<file path="config.mk">
export PLATFORM = sky130hd
export DESIGN_NAME = vga_pattern_gen
export DESIGN_NICKNAME = d
export VERILOG_FILES = /design/src/rtl/vga_pattern_gen.sv
export SDC_FILE = /design/constraint.sdc
export NUM_CORES = 1
export LEC_CHECK = 0
export CORE_UTILIZATION = 45
export DETAILED_ROUTE_END_ITERATION = 10
export GPL_TIMING_DRIVEN = 0
export HOLD_SLACK_MARGIN = 0.08
export REMOVE_ABC_BUFFERS = 1
export SYNTH_ARGS = -nofsm -noshare
export SYNTH_HDL_FRONTEND = slang
export SYNTH_SLANG_ARGS = --single-unit
</file>
<file path="constraint.sdc">
create_clock -name PIX_CLK -period 2.65 [get_ports PIX_CLK]
set_clock_uncertainty 0.2 [all_clocks]
set_input_delay 0.265 -clock PIX_CLK [delete_from_list [all_inputs] [get_ports PIX_CLK]]
set_output_delay 0.265 -clock PIX_CLK [all_outputs]
set_load 0.01 [all_outputs]
</file>
<file path="src/rtl/vga_pattern_gen.sv">
// Test-pattern generator downstream of the HS/VS timing stage: recovers pixel position from sync
// edges and emits RGB/DE re-timed to match HS_OUT/VS_OUT (3-clock pipeline).
module vga_pattern_gen #(
    parameter int unsigned H_SYNC    = 120,
    parameter int unsigned H_BP      = 64,
    parameter int unsigned H_ACTIVE  = 800,
    parameter int unsigned V_SYNC    = 6,
    parameter int unsigned V_BP      = 23,
    parameter int unsigned V_ACTIVE  = 600,
    parameter int unsigned BAR_W     = 100,
    parameter int unsigned H_TIMEOUT = 2047
) (
    input  logic       PIX_CLK,
    input  logic       RST,
    input  logic       HS,
    input  logic       VS,
    input  logic [1:0] MODE,
    output logic       HS_OUT,
    output logic       VS_OUT,
    output logic       DE,
    output logic [3:0] RED,
    output logic [3:0] GREEN,
    output logic [3:0] BLUE,
    output logic       LOCKED
);

    localparam logic [10:0] H_START  = 11'(H_SYNC + H_BP);
    localparam logic [10:0] H_END    = 11'(H_SYNC + H_BP + H_ACTIVE);
    localparam logic [10:0] H_TO     = 11'(H_TIMEOUT);
    localparam logic [9:0]  V_START  = 10'(V_SYNC + V_BP);
    localparam logic [9:0]  V_END    = 10'(V_SYNC + V_BP + V_ACTIVE);
    localparam logic [9:0]  X_LAST   = 10'(H_ACTIVE - 1);
    localparam logic [9:0]  Y_LAST   = 10'(V_ACTIVE - 1);
    localparam logic [9:0]  BAR_LAST = 10'(BAR_W - 1);

    typedef enum logic [1:0] {StUnlocked, StWaitVs, StLocked} state_e;

    state_e      state_q, state_d;
    logic        hs_d, vs_d, hs_p2, vs_p2;
    logic        hs_rise, vs_rise;
    logic [10:0] hcnt_q;
    logic [9:0]  vcnt_q;
    logic [1:0]  mode_q;
    logic        h_act, v_act;
    logic        de1_q, h_act_q;
    logic [9:0]  x_q, y_q;
    logic [9:0]  bar_px_q;
    logic [2:0]  bar_idx_q;
    logic [11:0] pix_rgb;

    assign hs_rise = HS & ~hs_d;
    assign vs_rise = VS & ~vs_d;
    assign h_act   = (hcnt_q >= H_START) && (hcnt_q < H_END);
    assign v_act   = (vcnt_q >= V_START) && (vcnt_q < V_END);

    always_comb begin
        state_d = state_q;
        case (state_q)
            StUnlocked: if (hs_rise) state_d = StWaitVs;
            StWaitVs:   if (vs_rise) state_d = StLocked;
            StLocked:   if (hcnt_q == H_TO) state_d = StUnlocked;
            default:    state_d = StUnlocked;
        endcase
    end

    always_ff @(posedge PIX_CLK) begin
        if (RST) begin
            state_q <= StUnlocked;
        end else begin
            state_q <= state_d;
        end
    end

    always_comb begin
        pix_rgb = 12'h000;
        case (mode_q)
            2'd0: begin
                case (bar_idx_q)
                    3'd0:    pix_rgb = 12'hFFF;
                    3'd1:    pix_rgb = 12'hFF0;
                    3'd2:    pix_rgb = 12'h0FF;
                    3'd3:    pix_rgb = 12'h0F0;
                    3'd4:    pix_rgb = 12'hF0F;
                    3'd5:    pix_rgb = 12'hF00;
                    3'd6:    pix_rgb = 12'h00F;
                    default: pix_rgb = 12'h000;
                endcase
            end
            2'd1: pix_rgb = (x_q[5] ^ y_q[5]) ? 12'h000 : 12'hFFF;
            2'd2: pix_rgb = {x_q[9:6], x_q[9:6], x_q[9:6]};
            default: begin
                if ((x_q == 10'd0) || (x_q == X_LAST) || (y_q == 10'd0) || (y_q == Y_LAST)) begin
                    pix_rgb = 12'hFFF;
                end
            end
        endcase
    end

    always_ff @(posedge PIX_CLK) begin
        if (RST) begin
            hs_d      <= 1'b0;
            vs_d      <= 1'b0;
            hs_p2     <= 1'b0;
            vs_p2     <= 1'b0;
            HS_OUT    <= 1'b0;
            VS_OUT    <= 1'b0;
            hcnt_q    <= '0;
            vcnt_q    <= '0;
            mode_q    <= '0;
            de1_q     <= 1'b0;
            h_act_q   <= 1'b0;
            x_q       <= '0;
            y_q       <= '0;
            bar_px_q  <= '0;
            bar_idx_q <= '0;
            DE        <= 1'b0;
            RED       <= '0;
            GREEN     <= '0;
            BLUE      <= '0;
            LOCKED    <= 1'b0;
        end else begin
            // hs_d/vs_d double as the first tap of the 3-clock sync delay line
            hs_d   <= HS;
            vs_d   <= VS;
            hs_p2  <= hs_d;
            vs_p2  <= vs_d;
            HS_OUT <= hs_p2;
            VS_OUT <= vs_p2;

            if (hs_rise) begin
                hcnt_q <= '0;
            end else if (hcnt_q != H_TO) begin
                hcnt_q <= hcnt_q + 11'd1;
            end

            if (vs_rise) begin
                vcnt_q <= '0;
            end else if (hs_rise && (vcnt_q != 10'h3FF)) begin
                vcnt_q <= vcnt_q + 10'd1;
            end

            if (vs_rise) begin
                mode_q <= MODE;
            end

            de1_q   <= (state_q == StLocked) && h_act && v_act;
            h_act_q <= h_act;
            x_q     <= 10'(hcnt_q - H_START);
            y_q     <= vcnt_q - V_START;

            // Bar position restarts on the first active pixel of every line
            if (h_act && h_act_q) begin
                if (bar_px_q == BAR_LAST) begin
                    bar_px_q  <= '0;
                    bar_idx_q <= bar_idx_q + 3'd1;
                end else begin
                    bar_px_q <= bar_px_q + 10'd1;
                end
            end else begin
                bar_px_q  <= '0;
                bar_idx_q <= '0;
            end

            DE                 <= de1_q;
            {RED, GREEN, BLUE} <= de1_q ? pix_rgb : 12'h000;
            LOCKED             <= (state_q == StLocked);
        end
    end

endmodule

</file>
==> flow_metrics.py <==
metrics = {
    "clock_tree": {
        "clk_pin_slew_ns": 0.08,
        "clockBufferDepth": 2,
        "cts_hold_buf": 0,
        "cts_resized": 3,
        "cts_root_buf": "clkbuf_8",
        "clock_latency_ns": 0.35,
        "tritoncts": "yes",
        "clock_sinks": 80,
        "cts-buffers-inserted": 9,
        "cts_max_level": 3,
        "post_cts_buffers": 0,
    },
    "timing": {
        "hold_viol": 0,
        "worst-slew-pin-transition_ns": 0.856,
        "period_share": 0.864,
        "slew_headroom": 0.429,
        "finalSetupViolCount": 0,
        "timing.fmax_ghz": 0.437,
        "fin_crit_ns": 2.29,
        "drv_slew": 0,
        "rsz0062_at_grt": "no",
    },
    "min_path": {
        "hp-class": "reg -> reg",
        "hold_path_depth": 1,
    },
    "yosys": {
        "synth_edf_count": 0,
        "avgSynthCellArea_um2": 9.28,
        "netlist_instances": 371,
        "synthFlopType": "dfxtp_1",
        "yosysUniqueCellTypes": 53,
        "netlist_area_mm2": 0.00344,
        "yosysWarnings": 0,
        "ys_async_sr_fraction": 0,
        "yosysSeqAreaShare": 0.465,
        "ys_ff_latch": 80,
    },
    "die": {
        "die_y_um": 89.5,
        "dieWidth_um": 89.5,
        "die-area_mm2": 0.00801,
        "io_pins": 22,
        "core_region_area_mm2": 0.00733,
        "row_count": 31,
        "initial_core_util": 0.470,
    },
    "finish": {
        "drive_gt1_frac": 0.0977,
        "syn_to_final_growth_pct": 11.8,
        "layout.nets": 402,
        "diodes": 0,
        "n_fill_cell": 696,
        "fin_util": 0.525,
    },
    "critical_path": {
        "critPathKind": "in -> reg",
        "cp-start-kind": "input pin",
        "arrival_ns": 2.28,
        "worst-path-stages": 6,
        "crit_fanout": 38,
        "crit_family": "simple AND/OR/NAND/NOR gates",
        "crit_chain": "clkdlybuf4s15_2, nor2b_2, and3_1, nor4b_1, a32oi_1, nand3_1",
        "slowest_stage": "clkdlybuf4s15_2",
        "crit_buf_inv": 1,
        "rr_worst_depth": 6,
        "r2r_slack_ns": 0.57,
        "worstPathRequired_ns": 2.64,
        "max_stage_delay_ns": 0.67,
        "crit_path_end_kind": "flop",
    },
    "placement": {
        "io_buffers": 21,
        "dp_hpwl_um": 4190,
        "gp_congestion": 0.849,
    },
    "routing": {
        "num_vias": 2425,
        "antenna_left": 0,
        "avgRoutedWirePerCell_um": 11.9,
        "drt_first_iter_violations": 56,
        "via_per_inst": 4.97,
        "drc": 0,
        "first_pass_iters": 4,
        "routed_wl_um": 5780,
    },
    "global_route": {
        "grt_start_max_net_pins": 39,
        "grtUsageTotal": 0.167,
        "grt_pass1_vias": 2215,
        "antenna_found_initial": 0,
        "grt.overflow.total": 0,
        "grt_pass1_wl_um": 10100,
    },
    "power_and_ir_drop": {
        "total_power_mw": 2.15,
        "leakage_nw": 1.47,
        "p_per_area_mw_per_mm2": 558,
        "irDropWorstVdd_uv": 510,
    },
    "flow_run": {
        "max_cap_viol_count": 0,
    },
    "run_status": {
        "status": "complete, no violations",
    },
}
sequential cells by signal, summed over array words and instances (netlist names):
register	cells
BLUE	4
DE	1
GREEN	4
HS_OUT	1
LOCKED	1
RED	4
VS_OUT	1
bar_idx_q	3
bar_px_q	10
de1_q	1
h_act_q	1
hcnt_q	11
hs_d	1
hs_p2	1
mode_q	2
state_q	2
vcnt_q	10
vs_d	1
vs_p2	1
x_q	10
y_q	10
per-stage QoR:
stage | TNS [ns] | cells | setup slack [ns] | hold WS (ns) | area [um2]
final | 0 | 488 | 0.361 | 0.240 | 3850
after global routing | 0 | 488 | 0.148 | 0.255 | 3850
after CTS | 0 | 488 | 0.348 | 0.240 | 3850
after detailed placement | -12.66 | 472 | -0.756 | 0.225 | 3660
after global placement | -12.65 | 472 | -0.758 | 0.219 | 3660
after floorplan | 0 | 352 | 0.804 | 0.132 | 3330
report_power, final:
group          total, mW  switching [mW]  internal (mW)
Clock              0.833           0.435          0.398
Sequential          1.24          0.0166           1.22
Combinational     0.0742          0.0414         0.0329
cells in the final DEF (no fill, tap or decap), drive strengths merged, types with 11 or more instances in the layout:
cell / netlist / final
dfxtp: 80 / 80
nor2: 54 / 54
nand3: 28 / 28
o21ai: 21 / 21
clkdlybuf4s50: 0 / 20
xnor2: 15 / 15
xor2: 15 / 15
nand2: 15 / 15
inv: 13 / 15
nor2b: 13 / 13
a21oi: 12 / 12
ha: 12 / 12
clkbuf: 6 / 11
routing by layer:
layer  vias to the layer above  global-route usage  share of wire
li1                       1290                   -              -
met1                      1090               0.203           0.49
met2                        36               0.279           0.46
met3                         9              0.0526          0.033
met4                         0              0.0577          0.018
met5                         -                   0              0
cells in the mapped netlist (all sizes together) (4+ instances only):
cell    instances  area [um2]
nand3          28         140
xor2           15         131
nor4            6        37.5
buf            13        96.3
and2            7        45.1
o21ai          21         105
nand4           7        56.3
ha             12         150
nor2b          13        83.8
mux2i           4        40.0
nand2          15        56.3
dfxtp          80        1600
nor2           54         263
inv            13        48.8
nor3            7        35.0
xnor2          15         131
a21oi          12        60.1
clkbuf          6        22.5
a31oi           7        43.8
and3            7        48.8
layout make-up:
| cell class | instances | area [um2] | share of cell area |
|---|---|---|---|
| timing repair buffer | 21 | 211 | 0.0549 |
| sequential | 80 | 1600 | 0.416 |
| multi-input combinational | 259 | 1680 | 0.435 |
| clock buffer | 11 | 151 | 0.0393 |
| clock inverter | 5 | 38.8 | 0.0101 |
| inverter | 13 | 48.8 | 0.0127 |
| tap | 99 | 124 | 0.0322 |
cells by family (layout without fill, tap and decap cells):
family	Yosys count	count (layout)	share of synthesized area
fa+ha+maj	12	12	0.0436
simple gates	162	162	0.264
xor+xnor	30	30	0.0763
flops	80	80	0.465
buf+inv	32	50	0.0487
compound gates	51	51	0.0908
mux	4	4	0.0116
path summary, 6_finish.rpt:
kind | to | from
setup reg to reg | bar_px_q[2]$_SDFF_PP0_ | hcnt_q[3]$_SDFFE_PP0N_
setup / recovery | RED[1]$_SDFF_PP0_ | RST
hold reg to reg | HS_OUT$_SDFF_PP0_ | hs_p2$_SDFF_PP0_
hold / removal | HS_OUT$_SDFF_PP0_ | hs_p2$_SDFF_PP0_
Note: power is estimated with default switching activity, not from simulation.
